===== config.mk =====
export PLATFORM = sky130hd
export DESIGN_NAME = vga_circle_gen
export DESIGN_NICKNAME = d
export VERILOG_FILES = /design/src/rtl/vga_circle_gen.sv
export SDC_FILE = /design/constraint.sdc
export NUM_CORES = 1
export LEC_CHECK = 0
export CAP_MARGIN = 10
export CORE_AREA = 5 5 160 162
export DETAILED_ROUTE_END_ITERATION = 8
export DIE_AREA = 0 0 165 167
export GPL_ROUTABILITY_DRIVEN = 0
export PLACE_DENSITY = 0.73
export RECOVER_POWER = 50
export SLEW_MARGIN = 20
export SYNTH_ARGS = -nofsm -noshare
export SYNTH_HDL_FRONTEND = slang
export SYNTH_SLANG_ARGS = --single-unit

===== constraint.sdc =====
create_clock -name clk -period 20.2 [get_ports clk]
set_input_delay 4.04 -clock clk [delete_from_list [all_inputs] [get_ports clk]]
set_output_delay 4.04 -clock clk [all_outputs]
set_load 0.01 [all_outputs]

===== src/rtl/vga_circle_gen.sv =====
// rtl/vga_circle_gen.sv - pipelined disc/ring renderer with bouncing centre
// Optional VGA_CIRCLE_BOUNCE_COLOR_EN: foreground colour cycles through a 4-entry palette on each bounce.
module vga_circle_gen #(
   parameter int          COORD_W  = 10,
   parameter int          H_ACT    = 640,
   parameter int          V_ACT    = 480,
   parameter int          RADIUS   = 100,
   parameter int          RING_W   = 4,
   parameter int          STEP     = 2,
   parameter logic [15:0] FG_COLOR = 16'hCF59,
   parameter logic [15:0] BG_COLOR = 16'h0000
) (
   input  logic               clk,
   input  logic               rst_n,
   input  logic [COORD_W-1:0] pix_x,
   input  logic [COORD_W-1:0] pix_y,
   input  logic               move_en,
   input  logic               ring_mode,
   output logic [15:0]        pix_data,
   output logic [COORD_W-1:0] cx,
   output logic [COORD_W-1:0] cy
);

   localparam int SQW = 2 * (COORD_W + 1);
   localparam int D2W = SQW + 1;

   localparam logic [D2W-1:0]     C_R2_OUT = D2W'(RADIUS * RADIUS);
   localparam logic [D2W-1:0]     C_R2_IN  = D2W'((RADIUS - RING_W) * (RADIUS - RING_W));
   localparam logic [COORD_W-1:0] C_STEP   = COORD_W'(STEP);
   localparam logic [COORD_W-1:0] C_XMAX   = COORD_W'(H_ACT - 1 - RADIUS);
   localparam logic [COORD_W-1:0] C_YMAX   = COORD_W'(V_ACT - 1 - RADIUS);
   localparam logic [COORD_W-1:0] C_MIN_S  = COORD_W'(RADIUS + STEP);
   localparam logic [COORD_W-1:0] C_FE_X   = COORD_W'(H_ACT - 1);
   localparam logic [COORD_W-1:0] C_FE_Y   = COORD_W'(V_ACT - 1);
   localparam logic [COORD_W-1:0] C_CX_RST = COORD_W'(H_ACT / 2);
   localparam logic [COORD_W-1:0] C_CY_RST = COORD_W'(V_ACT / 2);

   localparam logic [0:0] DIR_NEG = 1'b0;
   localparam logic [0:0] DIR_POS = 1'b1;

   logic [COORD_W-1:0] r_cx, r_cy;
   logic [0:0]         r_dir_x, r_dir_y;
   logic [SQW-1:0]     r_dx2, r_dy2;
   logic               r_vld, r_ring;
   logic [15:0]        r_pix;

   logic signed [COORD_W:0] w_dx, w_dy;
   logic signed [SQW-1:0]   w_dx_ext, w_dy_ext;
   logic [SQW-1:0]          w_dx2, w_dy2;
   logic [D2W-1:0]          w_d2;
   logic                    w_hit, w_fe, w_upd;
   logic [COORD_W-1:0]      w_cx_nxt, w_cy_nxt;
   logic [0:0]              w_dir_x_nxt, w_dir_y_nxt;
   logic                    w_rev_x, w_rev_y;
   logic [15:0]             w_fg;

   // Zero-extend before subtracting so the extra bit carries the sign of the offset.
   assign w_dx     = $signed({1'b0, pix_x}) - $signed({1'b0, r_cx});
   assign w_dy     = $signed({1'b0, pix_y}) - $signed({1'b0, r_cy});
   assign w_dx_ext = {{(COORD_W + 1){w_dx[COORD_W]}}, w_dx};
   assign w_dy_ext = {{(COORD_W + 1){w_dy[COORD_W]}}, w_dy};
   assign w_dx2    = w_dx_ext * w_dx_ext;
   assign w_dy2    = w_dy_ext * w_dy_ext;

   assign w_d2  = {1'b0, r_dx2} + {1'b0, r_dy2};
   assign w_hit = (w_d2 <= C_R2_OUT) && (!r_ring || (w_d2 >= C_R2_IN));

   assign w_fe  = (pix_x == C_FE_X) && (pix_y == C_FE_Y);
   assign w_upd = w_fe && move_en;

   always_comb begin
      w_cx_nxt    = r_cx;
      w_dir_x_nxt = r_dir_x;
      w_rev_x     = 1'b0;
      if (r_dir_x == DIR_POS) begin
         if (r_cx + C_STEP <= C_XMAX) begin
            w_cx_nxt = r_cx + C_STEP;
         end else begin
            w_cx_nxt    = r_cx - C_STEP;
            w_dir_x_nxt = DIR_NEG;
            w_rev_x     = 1'b1;
         end
      end else begin
         if (r_cx >= C_MIN_S) begin
            w_cx_nxt = r_cx - C_STEP;
         end else begin
            w_cx_nxt    = r_cx + C_STEP;
            w_dir_x_nxt = DIR_POS;
            w_rev_x     = 1'b1;
         end
      end
   end

   always_comb begin
      w_cy_nxt    = r_cy;
      w_dir_y_nxt = r_dir_y;
      w_rev_y     = 1'b0;
      if (r_dir_y == DIR_POS) begin
         if (r_cy + C_STEP <= C_YMAX) begin
            w_cy_nxt = r_cy + C_STEP;
         end else begin
            w_cy_nxt    = r_cy - C_STEP;
            w_dir_y_nxt = DIR_NEG;
            w_rev_y     = 1'b1;
         end
      end else begin
         if (r_cy >= C_MIN_S) begin
            w_cy_nxt = r_cy - C_STEP;
         end else begin
            w_cy_nxt    = r_cy + C_STEP;
            w_dir_y_nxt = DIR_POS;
            w_rev_y     = 1'b1;
         end
      end
   end

`ifdef VGA_CIRCLE_BOUNCE_COLOR_EN
   logic [1:0] r_pal;

   // A corner bounce reverses both axes but still advances the palette only once.
   always_ff @(posedge clk or negedge rst_n) begin
      if (!rst_n) begin
         r_pal <= 2'd0;
      end else if (w_upd && (w_rev_x || w_rev_y)) begin
         r_pal <= r_pal + 2'd1;
      end
   end

   always_comb begin
      case (r_pal)
         2'd0:    w_fg = FG_COLOR;
         2'd1:    w_fg = 16'hF800;
         2'd2:    w_fg = 16'h07E0;
         default: w_fg = 16'h001F;
      endcase
   end
`else
   assign w_fg = FG_COLOR;
`endif

   always_ff @(posedge clk or negedge rst_n) begin
      if (!rst_n) begin
         r_cx    <= C_CX_RST;
         r_cy    <= C_CY_RST;
         r_dir_x <= DIR_POS;
         r_dir_y <= DIR_POS;
      end else if (w_upd) begin
         r_cx    <= w_cx_nxt;
         r_cy    <= w_cy_nxt;
         r_dir_x <= w_dir_x_nxt;
         r_dir_y <= w_dir_y_nxt;
      end
   end

   always_ff @(posedge clk or negedge rst_n) begin
      if (!rst_n) begin
         r_dx2  <= '0;
         r_dy2  <= '0;
         r_vld  <= 1'b0;
         r_ring <= 1'b0;
         r_pix  <= 16'h0000;
      end else begin
         r_dx2  <= w_dx2;
         r_dy2  <= w_dy2;
         r_vld  <= (pix_x != '1) && (pix_y != '1);
         r_ring <= ring_mode;
         r_pix  <= (r_vld && w_hit) ? w_fg : BG_COLOR;
      end
   end

   assign pix_data = r_pix;
   assign cx       = r_cx;
   assign cy       = r_cy;

endmodule

==> summary.md, run 1 <==
| Metric | Value |
|---|---|
| Number of violations of the max-capacitance limit | 1 |
| Remaining Overflow, GRT | 0 |
| Crit start category | input pin |
| Clock tree from TritonCTS | yes |
| Type of the most critical hold path | flop to flop |
| Cell type of the slowest stage on the worst timing path | sky130_fd_sc_hd__dlygate4sd3_1 |
| Total stage count of the critical path | 31 |
| Clock tree root driver cell | sky130_fd_sc_hd__clkbuf_16 |
| Number of sinks driven by the clock tree | 65 |
| Count of mapped cells out of synthesis | between 1,000 and 1,500 |
| Post-DP HPWL | 23,300 microns |
| Share of cells above drive strength 1 | around 4.2% |
| Flip-flop and latch count after synthesis | 65 |
| Worst setup path startpoint | pix_x[1] |
| Met1 track demand over resource | ~29% |
| Relative slew slack | -132% |
| Mean cell area of the mapped netlist | ~8.9 sq um |
| Cell type with the largest total area after synthesis | sky130_fd_sc_hd__fa_1 |
| Clock slew seen by the registers of the worst setup and hold paths | around 0.050 ns |
| Number of hold-slack violations in the final timing report | 0 |
| Hold path startpoint | r_dir_y |
| Max Clock Skew | roughly 0.013 ns |
| Largest fanout of any net on the critical path | 9 |
| Outcome | complete, but fails checks |
| Yosys synthesis warning count | 0 |
| Post-synth design cell area | about 13,000 sq um |
| Starting utilization of the core area | between 50% and 60% |
| Number of gates given a new drive strength after cts | 0 |
| Violations in the final reports | max-capacitance violations, max-slew violations |
| Die outline height | 167 microns |
| Largest net degree at the start of global routing | 66 |
| Required time of the critical path | 20.45 ns |
| Total via count in the routed design | 9,852 |
| Worst flop-to-flop path startpoint | cx[1] |
| GRT Max-Usage Layer | met2 |
| DRC violation total after the first TritonRoute iteration | ~530 |
| EDFF count, synth | 0 |
| Average routed wire per standard cell | around 15 microns |
| Cells taking the most area after synthesis | sky130_fd_sc_hd__fa_1, sky130_fd_sc_hd__ha_1, sky130_fd_sc_hd__dfrtp_1 |
| Num ports | 60 |
| Data arrival time of the critical path | 11.80 ns |
| Sequential cell area fraction in the yosys report | roughly an eighth |
| Area enclosed by the die boundary | around 28,000 sq um |
| Worst Hold Path Cells | 2 |
| Synthesis-to-layout area growth | 8.32% |
| Largest buffer count on any clock path | 2 |
| Antenna cell count | 0 |
| Setup repair after global routing missed its margin | no |
| Crit path largest cell delay | 0.56 ns |
| Die Width | ~170 microns |
| Min cycle time layout | about 12 ns |
| FMAX | 86.6 MHz |
| Share of synthesized registers carrying an async set or reset | 100% |
| Routed vias/inst | around 5.4 |
| Met3 Use GR | between 3 and 4% |
| Max-slew violation count | 66 |
| Initial antenna violation count | 0 |
| Number of remaining DRC errors | 0 |
| DR pass1 iterations | 5 |
| Number of buffers and inverters on the critical path | 8 |
| Crit path capture type | flop |
| Number of distinct library cells after synthesis | 77 |
| Placeable Area | ~24,000 sq um |
| Post-CTS Hold Buffers | 0 |
| Most frequent cell on the critical path | sky130_fd_sc_hd__inv_1 |
| Final WL | around 28,000 microns |
| Setup-violating endpoint count in the final report | 0 |
| Top-area cell type share of the netlist area | ~31% |
| Worst reg2reg path depth | 29 |
| Number of H-tree branching levels | 3 |
| Row count | 57 |
| First-pass GRT wire length | between 40,000 and 50,000 microns |
| Number of nets at the end of the flow | around 1,900 |
| Number of global-route vias before repair | about 10,000 |
| Clock buffer count from CTS | 9 |
| Postcts setup bufs | 0 |
| Global-route total usage across every layer | 21.1% |
| Worst-skew pair later-pin latency | between 0.3 and 0.4 ns |
| Most used DFF post-synth | sky130_fd_sc_hd__dfrtp_1 |
| Number of nets with antenna violations after routing | 0 |
| M2 GR Usage | around 36% |
| Count of port buffers added during placement | 51 |
| Crit share post-route | 57.2% |
| Dominant delay contributor by cell family on the critical path | adder cells |
| Transition time at the pin with the least slew margin | roughly 3.5 ns |
| Type of the setup path with the least slack | input pin to flop |
| Final-layout setup total negative slack | 0 ns |
-- per-stage QoR --
stage          hold WS, ns  cells  util, %  setup slack, ns  instance area (sq um)
2_1_floorplan        0.480   1471        -             9.52                  13000
3_3_place_gp         0.497   1819     57.5             8.62                  13800
3_5_place_dp         0.500   1819     57.5             8.47                  13800
4_1_cts              0.508   1835     58.8             8.81                  14100
5_1_grt              0.517   1835     58.7             8.17                  14100
6_report             0.508   1835     58.7             8.65                  14100
-- path summary, 6_finish.rpt --
path	endpoint	slack (ns)
setup / recovery	r_dx2[20]	8.65
hold / removal	r_dir_y	0.51
setup reg to reg	r_dx2[20]	12.37
hold reg to reg	r_dir_y	0.51
max in group asynchronous	r_dy2[10]	13.20
min in group asynchronous	cy[1]	4.99
-- cells in the mapped netlist, drive strengths merged, types with 5 or more instances --
cell    count
inv       366
fa        201
ha        139
nor2      126
nand2      74
xnor2      70
dfrtp      57
a21oi      56
o21ai      37
nor3       30
xor2       23
a21o       20
buf        20
and2       17
nand3      16
a31oi      15
nor2b      15
and3       14
mux2i      14
clkbuf     12
o21a       11
o211ai     10
nand4       9
dfstp       8
or2         8
a211oi      7
nor4        7
o21bai      7
nand2b      5
o31ai       5
or3         5
-- routing by layer --
layer,routed length (microns),vias up
met4,378,0
met1,12100,4860
met5,0,-
li1,-,4662
met3,1510,35
met2,13600,295
-- layout by cell type, fill, tap and decap left out, drive strengths merged, types with 5 or more instances in the layout --
| cell type | count |
|---|---|
| a211oi | 7 |
| a21o | 20 |
| a21oi | 56 |
| a31oi | 15 |
| and2 | 17 |
| and3 | 14 |
| buf | 5 |
| clkbuf | 15 |
| clkdlybuf4s50 | 38 |
| clkinv | 5 |
| conb | 8 |
| dfrtp | 57 |
| dfstp | 8 |
| dlygate4sd3 | 12 |
| fa | 201 |
| ha | 139 |
| inv | 366 |
| mux2i | 14 |
| nand2 | 74 |
| nand2b | 5 |
| nand3 | 16 |
| nand4 | 9 |
| nor2 | 126 |
| nor2b | 15 |
| nor3 | 30 |
| nor4 | 7 |
| o211ai | 10 |
| o21a | 11 |
| o21ai | 37 |
| o21bai | 7 |
| o31ai | 5 |
| or2 | 8 |
| or3 | 5 |
| xnor2 | 70 |
| xor2 | 23 |
-- flip-flops by register name, indices dropped and copies added, names as in the netlist --
| name | cells |
|---|---|
| r_dir_y | 1 |
| cx | 9 |
| r_dir_x | 1 |
| r_ring | 1 |
| r_dy2 | 21 |
| r_vld | 1 |
| pix_data | 1 |
| r_dx2 | 21 |
| cy | 9 |
-- kinds of logic after synthesis --
kind of cell	share of synthesized area, %
AOI/OAI and AO/OA	10.9
xor gates and xnor gates	6.33
adders and majority gates	44.3
buffers and inverters	12.2
DFF	12.6
muxes	1.16
other	0.0289
and+or+nand+nor	12.4
-- tightest hold or removal path, cell delays in order (launching register included) --
cell and delay (ns):
sky130_fd_sc_hd__dfstp_2 0.37, sky130_fd_sc_hd__nand2_1 0.05, sky130_fd_sc_hd__o211ai_1 0.07
-- area by class of cell --
cell class                      instances  area (sq um)
Inverter                              370          1390
Timing Repair Buffer                   56           539
Sequential cell                        65          1640
Tap cell                              324           405
Clock inverter                          2          35.0
Fill cell                            2181          9890
Multi-Input combinational cell       1004          9790
Clock buffer                           14           284
Power of run 1 is left out: the tool's default activity adds up to more than one toggle a clock period on the data nets, which glitch-free logic cannot reach.
==> run 2: changes to the inputs <==
--- a/config.mk
+++ b/config.mk
@@ -10,7 +10,7 @@
 export DETAILED_ROUTE_END_ITERATION = 8
 export DIE_AREA = 0 0 165 167
 export GPL_ROUTABILITY_DRIVEN = 0
-export PLACE_DENSITY = 0.73
+export PLACE_DENSITY = 0.76
 export RECOVER_POWER = 50
 export SLEW_MARGIN = 20
 export SYNTH_ARGS = -nofsm -noshare
==> constraint.sdc (replaced) <==
create_clock -name clk -period 9.94 [get_ports clk]
set_input_delay 1.988 -clock clk [delete_from_list [all_inputs] [get_ports clk]]
set_output_delay 1.988 -clock clk [all_outputs]
set_load 0.01 [all_outputs]
==> run 2 against run 1 <==
  * The run still ends with max-capacitance violations, max-slew violations left
  * Worst setup slack worse by 8.1 ns
  * Critical path depth fell by 2
  * Final cell count grew 0.60%
  * Count of clock-buffer cells in the layout decreased by 2
  * Utilization up 0.13 points
  * First-iteration DRC count grew 24%
  * Global-route usage decreased by 0.20 points
  * Clock skew fell by 0.0063 ns
  * Non-clock buffer count is 11 higher
  * Hold slack got worse by 0.0043 ns
  * Design area up 0.21%
  * Critical endpoint unchanged
==> summary.md, run 2 (same netlist as run 1, synthesis figures left out) <==
| Metric | Value |
|---|---|
| Placeable Area | 24,000 sq um (unchanged) |
| Largest net degree at the start of global routing | 66 (unchanged) |
| Total via count in the routed design | 9,964 (+1.1%) |
| Clock buffer count from CTS | 9 (unchanged) |
| Die Width | 165 microns (unchanged) |
| Area enclosed by the die boundary | 27,600 sq um (unchanged) |
| Number of sinks driven by the clock tree | 65 (unchanged) |
| Biggest registers after layout | r_dx2: 21 flops, r_dy2: 21 flops |
| Outcome | complete, but fails checks |
| Core Util, Final | 58.9% (+0.13 points) |
| Crit path capture type | flop |
| Largest fanout of any net on the critical path | 8 (-1) |
| Postcts setup bufs | 0 (unchanged) |
| Crit start category | input pin |
| Most frequent cells in the layout | sky130_fd_sc_hd__inv_1, sky130_fd_sc_hd__fa_1, sky130_fd_sc_hd__ha_1 |
| Die outline height | 167 microns (unchanged) |
| Worst flop-to-flop path startpoint | cx[1] |
| Required time of the critical path | 10.19 ns (-10.26 ns) |
| Min cycle time layout | between 9 and 10 ns |
| Most frequent cell on the critical path | sky130_fd_sc_hd__fa_1 |
| Number of global-route vias before repair | 10,310 (-0.89%) |
| Hold path startpoint | r_dir_y |
| First-pass GRT wire length | 47,400 microns (-0.81%) |
| Share of cells above drive strength 1 | 4.86% (+0.63 points) |
| Uppermost layer routed | met4 |
| Met3 routed wirelength | 1510 microns (+0.33%) |
| Number of remaining DRC errors | 0 (unchanged) |
| Worst setup path startpoint | pix_x[1] |
| Detailed-route wire length on metal 1 | 11,800 microns (-2.6%) |
| Met2 Routed Length | 13,600 microns (about the same) |
| Row count | 57 (unchanged) |
| Crit path largest cell delay | 0.55 ns (about the same) |
| Final-layout setup total negative slack | 0 ns (unchanged) |
| DRC violation total after the first TritonRoute iteration | 659 (+24%) |
| Transition time at the pin with the least slew margin | 3.39 ns (-0.0898 ns) |
| Crit share post-route | roughly 94% |
| Routed vias/inst | 5.40 (+0.53%) |
| Number of nets with antenna violations after routing | 0 (unchanged) |
| Type of the setup path with the least slack | input pin to flop |
| Setup repair after global routing missed its margin | no |
| FMAX | ~110 MHz |
| Num ports | 60 (unchanged) |
| Type of the most critical hold path | flop to flop |
| Count of port buffers added during placement | 51 (unchanged) |
| Global-route total usage across every layer | 20.9% (-0.20 points) |
| DR pass1 iterations | 6 (+1) |
| Inst Count DP | 1,830 (+0.60%) |
| Number of nets at the end of the flow | 1,881 (+0.59%) |
| Worst-skew pair later-pin latency | 0.33 ns (about the same) |
| Violations in the final reports | max-capacitance violations, max-slew violations |
| Number of H-tree branching levels | 3 (unchanged) |
| Max-slew violation count | 66 (unchanged) |
| Clock tree from TritonCTS | yes |
| Clock tree root driver cell | sky130_fd_sc_hd__clkbuf_16 |
| Number of hold-slack violations in the final timing report | 0 (unchanged) |
| Synthesis-to-layout area growth | 8.55% |
| Number of gates given a new drive strength after cts | 0 (unchanged) |
| Remaining Overflow, GRT | 0 (unchanged) |
| Number of violations of the max-capacitance limit | 1 (unchanged) |
| Largest buffer count on any clock path | 2 (unchanged) |
| Relative slew slack | -126% (+6.0 points) |
| Max Clock Skew | 0.00634 ns (-0.00631 ns) |
| Layout Cells excl Fill | 1,846 (+0.60%) |
| Setup-violating endpoint count in the final report | 0 (unchanged) |
| Fill cells | 2,129 (-2.4%) |
| Data arrival time of the critical path | 9.63 ns (-2.17 ns) |
| Post-DP HPWL | 23,000 microns (-1.1%) |
| Starting utilization of the core area | 54.2% (unchanged) |
| Initial antenna violation count | 0 (unchanged) |
| Cell type of the slowest stage on the worst timing path | sky130_fd_sc_hd__dlygate4sd3_1 |
| Post-CTS Hold Buffers | 0 (unchanged) |
| Average routed wire per standard cell | 14.8 microns (-2.0%) |
| Most common cell after layout, fill and taps aside | sky130_fd_sc_hd__inv_1 |
| Antenna cell count | 0 (unchanged) |
| Clock slew seen by the registers of the worst setup and hold paths | 0.05 ns (about the same) |
| Final WL | 27,300 microns (-1.4%) |
-- run 2: cell type report --
class                      count  area [sq um]  share of cell area [%]
sequential                    65          1640                    11.6
clock buffer                  12           246                    1.75
inverter                     370          1390                    9.85
timing repair buffer          67           622                    4.41
clock inverter                 4          20.0                   0.142
multi-input combinational   1004          9790                    69.4
tap                          324           405                    2.87
-- run 2: critical path: cells and delay by family --
kind / cells / cell delay [ns]
buffers and inverters: 7 / 1.24
AOI/OAI and AO/OA: 8 / 1.71
xor gates and xnor gates: 2 / 0.63
adders and majority gates: 8 / 3.33
and+or+nand+nor: 4 / 0.70
-- run 2: path summary, 6_finish.rpt --
kind | endpoint | slack, ns | cells after the start
worst max-delay path | r_dx2[20] | 0.56 | 29
worst min-delay path | r_dir_y | 0.50 | 2
worst max register to register | r_dx2[20] | 2.22 | 27
worst min register to register | r_dir_y | 0.50 | 2
max in group asynchronous | r_dy2[5] | 5.12 | 2
min in group asynchronous | cy[2] | 2.88 | 2
-- run 2: through the flow --
| step | hold WS [ns] | area (sq um) | worst slack (ns) |
|---|---|---|---|
| after global routing | 0.532 | 14100 | 0.119 |
| final | 0.503 | 14100 | 0.563 |
| after detailed placement | 0.505 | 13800 | 0.478 |
| after global placement | 0.498 | 13800 | 0.622 |
| after CTS | 0.509 | 14100 | 0.766 |
| after floorplan | 0.480 | 13000 | 1.32 |
-- run 2: per-layer routing --
| metal | GRT usage (%) | vias to the layer above |
|---|---|---|
| met1 | 28.5 | 4950 |
| met2 | 35.5 | 285 |
| met4 | 3.36 | 0 |
| met5 | 0 | - |
| li1 | - | 4697 |
| met3 | 3.56 | 32 |
Power of run 2 is left out for the same reason.
